===== src/rtl/voice_mixer.sv =====
// Three-voice sample mixer: collects per-voice samples each period, sums, shifts, range-limits, strobes.
// Optional clamp build: define VOICE_MIXER_SATURATE_EN (default build wraps to WIDTH bits).
module voice_mixer #(
    parameter int WIDTH = 18,
    parameter int SHIFT = 1
) (
    input  logic             clk,
    input  logic             reset,
    input  logic             generate_next_sample,
    input  logic [2:0]       voice_active,
    input  logic [WIDTH-1:0] sample_in1,
    input  logic [WIDTH-1:0] sample_in2,
    input  logic [WIDTH-1:0] sample_in3,
    input  logic             sample_ready1,
    input  logic             sample_ready2,
    input  logic             sample_ready3,
    output logic [WIDTH-1:0] sample_out,
    output logic             sample_ready,
    output logic             overrun
);

    typedef enum logic [1:0] {IDLE, COLLECT, ADD, EMIT} state_t;

    state_t           state_q, state_d;
    logic [2:0]       mask_q, mask_d;
    logic [2:0]       got_q, got_d;
    logic [WIDTH-1:0] held_q [3];
    logic [WIDTH-1:0] held_d [3];
    logic             pending_q, pending_d;
    logic [2:0]       pend_mask_q, pend_mask_d;
    logic [WIDTH-1:0] sample_out_q, sample_out_d;
    logic             sample_ready_q, sample_ready_d;
    logic             overrun_q, overrun_d;

    logic [2:0]       rdy;
    logic [WIDTH-1:0] in_w [3];
    logic             start;
    logic [2:0]       start_mask;
    logic signed [WIDTH+1:0] sum;
    logic [WIDTH-1:0] limited;

    assign rdy     = {sample_ready3, sample_ready2, sample_ready1};
    assign in_w[0] = sample_in1;
    assign in_w[1] = sample_in2;
    assign in_w[2] = sample_in3;

    always_comb begin
        sum = '0;
        for (int unsigned i = 0; i < 3; i++) begin
            if (mask_q[i]) begin
                sum = sum + {{2{held_q[i][WIDTH-1]}}, held_q[i]};
            end
        end
    end

`ifdef VOICE_MIXER_SATURATE_EN
    logic signed [WIDTH+1:0] scaled;
    localparam logic signed [WIDTH+1:0] MAX_V = {3'b000, {(WIDTH-1){1'b1}}};
    localparam logic signed [WIDTH+1:0] MIN_V = {3'b111, {(WIDTH-1){1'b0}}};

    always_comb begin
        scaled = sum >>> SHIFT;
        if (scaled > MAX_V) begin
            limited = MAX_V[WIDTH-1:0];
        end else if (scaled < MIN_V) begin
            limited = MIN_V[WIDTH-1:0];
        end else begin
            limited = scaled[WIDTH-1:0];
        end
    end
`else
    always_comb begin
        limited = WIDTH'(sum >>> SHIFT);
    end
`endif

    always_comb begin
        state_d        = state_q;
        mask_d         = mask_q;
        got_d          = got_q;
        held_d         = held_q;
        pending_d      = pending_q;
        pend_mask_d    = pend_mask_q;
        sample_out_d   = sample_out_q;
        sample_ready_d = 1'b0;
        overrun_d      = 1'b0;
        start          = 1'b0;
        start_mask     = voice_active;

        case (state_q)
            IDLE: begin
                if (generate_next_sample) start = 1'b1;
            end
            COLLECT: begin
                if (generate_next_sample) begin
                    if ((got_q & mask_q) == mask_q) begin
                        state_d     = ADD;
                        pending_d   = 1'b1;
                        pend_mask_d = voice_active;
                    end else begin
                        start     = 1'b1;
                        overrun_d = 1'b1;
                    end
                end else begin
                    for (int unsigned i = 0; i < 3; i++) begin
                        if (rdy[i] && mask_q[i]) begin
                            held_d[i] = in_w[i];
                            got_d[i]  = 1'b1;
                        end
                    end
                    if (((got_q | rdy) & mask_q) == mask_q) state_d = ADD;
                end
            end
            // The limited mix is registered straight into sample_out here, so it
            // becomes visible (with its strobe) during the EMIT cycle.
            ADD: begin
                sample_out_d   = limited;
                sample_ready_d = 1'b1;
                state_d        = EMIT;
                if (generate_next_sample) begin
                    pending_d   = 1'b1;
                    pend_mask_d = voice_active;
                end
            end
            EMIT: begin
                pending_d = 1'b0;
                if (generate_next_sample) begin
                    start = 1'b1;
                end else if (pending_q) begin
                    start      = 1'b1;
                    start_mask = pend_mask_q;
                end else begin
                    state_d = IDLE;
                end
            end
            default: state_d = IDLE;
        endcase

        // Opening a period clears first, then lets same-cycle readies count.
        if (start) begin
            state_d = COLLECT;
            mask_d  = start_mask;
            got_d   = rdy & start_mask;
            for (int unsigned i = 0; i < 3; i++) begin
                if (rdy[i] && start_mask[i]) held_d[i] = in_w[i];
            end
        end
    end

    always_ff @(posedge clk) begin
        if (reset) begin
            state_q        <= IDLE;
            mask_q         <= '0;
            got_q          <= '0;
            for (int unsigned i = 0; i < 3; i++) held_q[i] <= '0;
            pending_q      <= 1'b0;
            pend_mask_q    <= '0;
            sample_out_q   <= '0;
            sample_ready_q <= 1'b0;
            overrun_q      <= 1'b0;
        end else begin
            state_q        <= state_d;
            mask_q         <= mask_d;
            got_q          <= got_d;
            held_q         <= held_d;
            pending_q      <= pending_d;
            pend_mask_q    <= pend_mask_d;
            sample_out_q   <= sample_out_d;
            sample_ready_q <= sample_ready_d;
            overrun_q      <= overrun_d;
        end
    end

    assign sample_out   = sample_out_q;
    assign sample_ready = sample_ready_q;
    assign overrun      = overrun_q;

endmodule


===== config.mk =====
export PLATFORM = sky130hd
export DESIGN_NAME = voice_mixer
export DESIGN_NICKNAME = d
export VERILOG_FILES = /design/src/rtl/voice_mixer.sv
export SDC_FILE = /design/constraint.sdc
export NUM_CORES = 1
export LEC_CHECK = 0
export BUFFER_PORTS_ARGS = -buffer_cell sky130_fd_sc_hd__buf_2
export CAP_MARGIN = 0
export CORE_MARGIN = 8
export CORE_UTILIZATION = 43
export CTS_BUF_LIST = sky130_fd_sc_hd__clkbuf_4 sky130_fd_sc_hd__clkbuf_8
export DETAILED_ROUTE_END_ITERATION = 12
export SYNTH_ARGS = -nofsm -noshare
export SYNTH_HDL_FRONTEND = slang
export SYNTH_SLANG_ARGS = --single-unit

===== constraint.sdc =====
create_clock -name clk -period 6.3 [get_ports clk]
set_input_delay 0.945 -clock clk [delete_from_list [all_inputs] [get_ports clk]]
set_output_delay 0.945 -clock clk [all_outputs]
set_load 0.05 [all_outputs]

==> summary.md, run 1 <==
| Metric | Value |
|---|---|
| Run status | complete, no violations |
| Total core area | 13200 sq um |
| Root buf cell | clkbuf_8 |
| Standard-cell row count | 42 |
| Buffers inserted by post-CTS timing repair | 0 |
| Worst clock skew on the final layout | 0.0153 ns |
| Top-level port count | 83 |
| Weighted congestion at the end of routability-driven global placement | 0.892 |
| Routed WL | 15300 um |
| Data arrival time of the critical path | 5.25 ns |
| Setup tns final | 0 ns |
| Level count of the clock H-tree | 3 |
| Data required time of the critical path | 6.61 ns |
| Vertical die dimension | 132 um |
| Worst max-slew margin expressed relative to the limit | 0.476 |
| Antenna Cells | 0 |
| Flops & latches, synth | 86 |
| Unrepaired setup endpoints after global routing | no |
| DR iter-0 viols | 370 |
| Most instantiated flip-flop cell in the synthesis netlist | dfxtp_1 |
| Horiz. Die Dim | 132 um |
| Buffers added on ports | 82 |
| Worst hold-check path type | reg -> reg |
| Overall global routing resource usage | 0.174 |
| Worst-Margin Slew | 0.786 ns |
| Via count normalized by instance count | 5.50 |
| Clock Pin Slew Worst Setup and Hold Paths | 0.09 ns |
| Number of warnings printed during yosys synthesis | 0 |
| Highest achievable clock rate | 202 MHz |
| WHS | 0.493 ns |
| Wire length per cell | 16.0 um |
| Share of synthesized area occupied by flip-flops and latches | 0.297 |
| Max capacitance violation total | 0 |
| Layout area overhead | 13.4% |
| Global route total overflow | 0 |
| Post-synth top area share | 0.297 |
| Top post-synthesis cells by area | dfxtp_1 (30%), mux2i_1 (12%), ha_1 (8.2%) |
| Count of unique library cells instantiated by Yosys | 70 |
| Final HPWL DP | 11700 um |
| Most congested layer reported by global routing | met2 |
| Worst Hold Path Cells | 2 |
| Vias after detailed routing | 5261 |
| Maximum number of pins on one net before global-route repair | 45 |
| Placed cells | 940 |
| Length of the first detailed-routing pass in iterations | 7 |
| Final number of max-transition violations | 0 |
| Leakage | 3.25 nW |
| Finish-stage setup viols | 0 |
| Die Area | 17400 sq um |
| M2 GR Usage | 0.293 |
| Share of final-layout standard cells stronger than drive strength 1 | 0.171 |
| Net count of the mapped netlist | 816 |
| Met3 track demand over resource in global routing | 0.0499 |
| Crit Path Max Fanout | 31 |
| Synthesized instance count | 714 |
| Post-route non-filler standard cell count | 956 |
| Clock sink count | 86 |
| Worst-case reg-to-reg path depth | 21 |
| Peak supply drop | 0.165 mV |
| Insertion delay of the later-clocked pin in the worst-skew pair | 0.39 ns |
| Time the final worst path needs with I/O delays and setup | 4.95 ns |
| Met1 usage in global routing | 0.206 |
| CTS Buf Count | 9 |
| Remaining number of nets flagged by the antenna check after routing | 0 |
| Vias in the first global route | 5171 |
| Sort of element at the start of the critical path | register |
| Wire length of the first global-routing pass | 24900 um |
| Count of nets after finishing | 877 |
| Clock tree from TritonCTS | done |
| Syn_area_per_cell | 8.11 sq um |
| Number of resized instances in the post-cts repair step | 0 |
| Power density over the cells | 259 nW/um^2 |
| Final count of hold timing violations | 0 |
| Largest area contributor in the netlist | dfxtp_1 |
| Final period util | 0.785 |
| Post-synth design cell area | 5790 sq um |
| Worst Path Class, Setup | reg -> reg |
| Async set-or-reset flop fraction in the synthesized netlist | 0 |
| Initial antenna violation count | 0 |
| Hold buffer count at cts | 0 |
| Bufs on Longest Clock Path | 2 |
| Count of flip-flops with a built-in enable after synthesis | 0 |
| Number of remaining DRC errors | 0 |
| Nature of the critical path endpoint | register |
| Effective utilization at floorplan | 0.439 |
cell usage in the layout, fill, tap and decap left out, types with 4 or more instances in the layout:
master    instances
a31oi_1           6
nor2b_1           7
buf_2            82
o211ai_1          6
a21oi_1          45
nor3b_1           5
nor3_1            8
xnor2_1          21
and3_1            7
or3_1             4
a211oi_1          6
nand2_1          66
ha_1             38
xor2_1            9
inv_1            20
dfxtp_1          86
or2_2             4
nand3_1          12
o21ai_0          28
nor2_1          109
clkbuf_8         11
and2_1           13
o21a_1            6
mux2i_1          67
a21o_1           13
o22ai_1          10
buf_4             7
o21ai_2           4
nand3b_1          5
nand2b_1         11
layout make-up:
| class | instances | area [sq um] |
|---|---|---|
| Fill cell | 1305 | 6630 |
| Multi-Input combinational cell | 568 | 3820 |
| Sequential cell | 86 | 1720 |
| Timing Repair Buffer | 89 | 463 |
| Tap cell | 176 | 220 |
| Clock buffer | 13 | 166 |
| Clock inverter | 3 | 90.1 |
| Inverter | 21 | 78.8 |
cell families after synthesis:
| logic type | after synthesis | share of synthesized area |
|---|---|---|
| flip-flops | 86 | 0.297 |
| adder cells (fa/ha/maj) | 39 | 0.0856 |
| buffers and inverters | 60 | 0.0441 |
| AND/OR/NAND/NOR | 262 | 0.209 |
| XOR/XNOR | 30 | 0.0454 |
| AO/OA/AOI/OAI | 167 | 0.196 |
| multiplexers | 70 | 0.122 |
worst max-delay path: stages (launching register included):
cell      delay (ns)
dfxtp_1         0.58
buf_4           0.37
nand2_1         0.13
xnor2_1         0.15
ha_1            0.22
and3b_1         0.19
a31o_1          0.20
a22o_2          0.30
o21bai_1        0.16
o21ai_2         0.14
o41ai_4         0.37
xnor2_1         0.16
nand2_1         0.10
o21ai_0         0.09
ha_1            0.39
and3_1          0.21
and4_1          0.23
a21oi_1         0.09
or4_1           0.45
a21boi_0        0.17
nand2_1         0.07
o221ai_1        0.08
through the flow:
step / area (sq um) / setup WS, ns / utilization / total power, W
global placement: 6310 / 1.66 / 0.478 / 0.00120
CTS: 6560 / 1.39 / 0.498 / 0.00171
finish: 6560 / 1.35 / 0.498 / 0.00170
global route: 6560 / 0.779 / 0.498 / 0.00180
detailed placement: 6310 / 1.43 / 0.478 / 0.00121
floorplan: 5790 / 1.64 / - / 0.00108
cell usage after synthesis, types with 5 or more instances:
| cell type | count |
|---|---|
| nand3_1 | 12 |
| inv_1 | 20 |
| nor2_1 | 109 |
| a31oi_1 | 6 |
| ha_1 | 38 |
| o21ai_0 | 28 |
| nor3_1 | 8 |
| and2_1 | 13 |
| nand3b_1 | 5 |
| dfxtp_1 | 86 |
| buf_2 | 12 |
| xor2_1 | 9 |
| mux2i_1 | 67 |
| nand2b_1 | 11 |
| a211oi_1 | 6 |
| o22ai_1 | 10 |
| o211ai_1 | 6 |
| nand2_1 | 66 |
| o21a_1 | 6 |
| nor2b_1 | 7 |
| xnor2_1 | 21 |
| a21o_1 | 13 |
| a21oi_1 | 45 |
| clkbuf_1 | 22 |
| nor3b_1 | 5 |
| o21ai_1 | 6 |
| and3_1 | 7 |
registers in the layout (all words and copies together), names as in the netlist:
name and count:
got_q 3, held_q 54, mask_q 3, overrun 1, pend_mask_q 3, pending_q 1
sample_out 18, sample_ready 1, state_q 2
where the power goes:
group          internal [W]  switching [W]  total (W)
sequential         0.000609      0.0000695   0.000679
combinational      0.000192       0.000333   0.000525
clock              0.000294       0.000203   0.000497
final timing paths:
path / startpoint / to / slack [ns]
max: mask_q[0] / sample_out[17] / 1.35
max reg2reg: mask_q[0] / sample_out[17] / 1.35
min: sample_out[7] / sample_out[7] / 0.49
min reg2reg: sample_out[7] / sample_out[7] / 0.49
metal layers:
| layer | vias to the layer above | share of wire |
|---|---|---|
| li1 | 2649 | - |
| met1 | 2470 | 0.46 |
| met2 | 121 | 0.48 |
| met3 | 21 | 0.040 |
| met4 | 0 | 0.021 |
| met5 | - | 0 |
Note: power is estimated with default switching activity, not from simulation.
==> run 2, diff against run 1 <==
- clock period: 6.3 -> 5 ns (I/O delays scaled with it)
==> summary.md, run 2 (synthesis results as in run 1) <==
| Metric | Value |
|---|---|
| Overall global routing resource usage | 0.178 |
| Cells along the critical path | and2_1 -> ha_1 -> ha_1 -> and3b_1 -> a31o_1 -> a22o_2 -> mux2i_1 -> o22ai_1 -> a22o_1 -> ha_1 -> a2111oi_1 -> o31ai_1 -> and3_1 -> a31oi_1 -> xnor2_1 -> nor2_1 -> nor4_1 |
| Clock tree from TritonCTS | done |
| Wire length per cell | 16.2 um |
| Register ranked first by flip-flop count | held_q |
| Finish-stage setup viols | 0 |
| Level count of the clock H-tree | 3 |
| Reg2reg end | sample_out[13] |
| Power density over the cells | 318 nW/um^2 |
| Clock sink count | 86 |
| Worst clock skew on the final layout | 0.0121 ns |
| Routed WL | 15500 um |
| Number of remaining DRC errors | 0 |
| Highest achievable clock rate | 226 MHz |
| Buffers inserted by post-CTS timing repair | 0 |
| DR iter-0 viols | 328 |
| Count of nets after finishing | 878 |
| Nature of the critical path endpoint | register |
| Vias in the first global route | 5165 |
| Crit Path Max Fanout | 7 |
| Worst-case reg-to-reg path depth | 17 |
| Antenna Cells | 0 |
| Final design utilization | 0.496 |
| Layout area overhead | 12.9% |
| Insertion delay of the later-clocked pin in the worst-skew pair | 0.37 ns |
| Horiz. Die Dim | 132 um |
| Clock Pin Slew Worst Setup and Hold Paths | 0.09 ns |
| Number of resized instances in the post-cts repair step | 0 |
| Bufs on Longest Clock Path | 2 |
| Worst Path Class, Setup | reg -> reg |
| Startpoint of the worst hold path | sample_out[5] |
| Worst Hold Path Cells | 2 |
| CTS Buf Count | 9 |
| Total core area | 13200 sq um |
| Data required time of the critical path | 5.27 ns |
| Peak supply drop | 0.196 mV |
| Root buf cell | clkbuf_8 |
| Final HPWL DP | 11900 um |
| Global route total overflow | 0 |
| Final count of hold timing violations | 0 |
| Run status | complete, no violations |
| Most common cell after layout, fill and taps aside | nor2_1 |
| Vertical die dimension | 132 um |
| Vias after detailed routing | 5283 |
| Wire length of the first global-routing pass | 25400 um |
| Unrepaired setup endpoints after global routing | no |
| Max reg flops | 54 |
| Data arrival time of the critical path | 4.69 ns |
| Worst max-slew margin expressed relative to the limit | 0.266 |
| Worst-Margin Slew | 1.10 ns |
| Max capacitance violation total | 0 |
| Sort of element at the start of the critical path | register |
| Remaining number of nets flagged by the antenna check after routing | 0 |
| End of the worst hold path | sample_out[5] |
| Final number of max-transition violations | 0 |
| Commonest cells after routing, fill and taps aside | nor2_1 (109), dfxtp_1 (86), buf_2 (82) |
| Hold buffer count at cts | 0 |
| Setup tns final | 0 ns |
| Slowest Stage Delay on Critical Path | 0.53 ns |
| Leakage | 3.24 nW |
| Buffers added on ports | 82 |
| Die Area | 17400 sq um |
| R2R Setup Slk | 0.58 ns |
| Final period util | 0.884 |
| Standard-cell row count | 42 |
| Most common cell type on the critical path | ha_1 |
| Length of the first detailed-routing pass in iterations | 5 |
| Slowest cell on crit path | a2111oi_1 |
| Time the final worst path needs with I/O delays and setup | 4.42 ns |
| R2R Path Start | mask_q[0] |
| Initial antenna violation count | 0 |
| Maximum number of pins on one net before global-route repair | 57 |
| Top-level port count | 83 |
| Worst hold-check path type | reg -> reg |
| Weighted congestion at the end of routability-driven global placement | 0.908 |
| Share of final-layout standard cells stronger than drive strength 1 | 0.172 |
| Via count normalized by instance count | 5.52 |
| Effective utilization at floorplan | 0.439 |
## run 2: changes by cell type in the layout (fill, tap and decap cells not counted), sizes merged
cell,delta
buf,+1
clkbuf,-1
clkinv,+2
bufinv,-1
## run 2: worst max path at each step
stage	start	to	slack, ns	cells after the start
floorplan	mask_q[0]	sample_out[17]	0.34	24
global placement	mask_q[0]	sample_out[17]	0.76	20
detailed placement	mask_q[0]	sample_out[17]	0.62	20
CTS	mask_q[0]	sample_out[17]	0.59	20
global route	mask_q[0]	sample_out[13]	0.07	20
finish	mask_q[0]	sample_out[13]	0.58	17
## run 2: power breakdown
group | leakage (nW) | internal, W | total, W | switching, W
clock network | 0.117 | 0.000305 | 0.000562 | 0.000257
registers | 0.698 | 0.000768 | 0.000856 | 0.0000879
logic | 2.43 | 0.000244 | 0.000662 | 0.000418
## run 2: area by class of cell
cell class	count	area, sq um
fillers	1319	6650
multi-input cells	568	3820
flip-flops and latches	86	1720
repair buffers	90	470
well taps	176	220
clock buffers	12	153
inverters	21	78.8
clock inverters	4	70.1
## run 2: worst max-delay path, delay by kind of cell, from the launching register on
family | cells | cell delay, ns
mux | 1 | 0.14
flops | 1 | 0.37
simple gates | 5 | 0.95
fa+ha+maj | 3 | 0.85
xor+xnor | 1 | 0.15
compound gates | 7 | 1.86
## run 2: metal layers
layer  share of wire  GRT usage  wire length (um)
met1            0.45      0.209              6910
met2            0.48      0.308              7490
met3           0.046     0.0457               705
met4           0.023     0.0542               352
met5               0          0                 0
## run 2: stage by stage
| stage | instance area (sq um) | total power [W] | setup slack [ns] | hold WS (ns) | cells |
|---|---|---|---|---|---|
| after CTS | 6540 | 0.00210 | 0.589 | 0.490 | 957 |
| final | 6540 | 0.00208 | 0.579 | 0.486 | 957 |
| after global placement | 6310 | 0.00151 | 0.758 | 0.472 | 941 |
| after floorplan | 5790 | 0.00136 | 0.344 | 0.455 | 714 |
| after detailed placement | 6310 | 0.00153 | 0.621 | 0.479 | 941 |
| after global routing | 6540 | 0.00221 | 0.0693 | 0.513 | 957 |
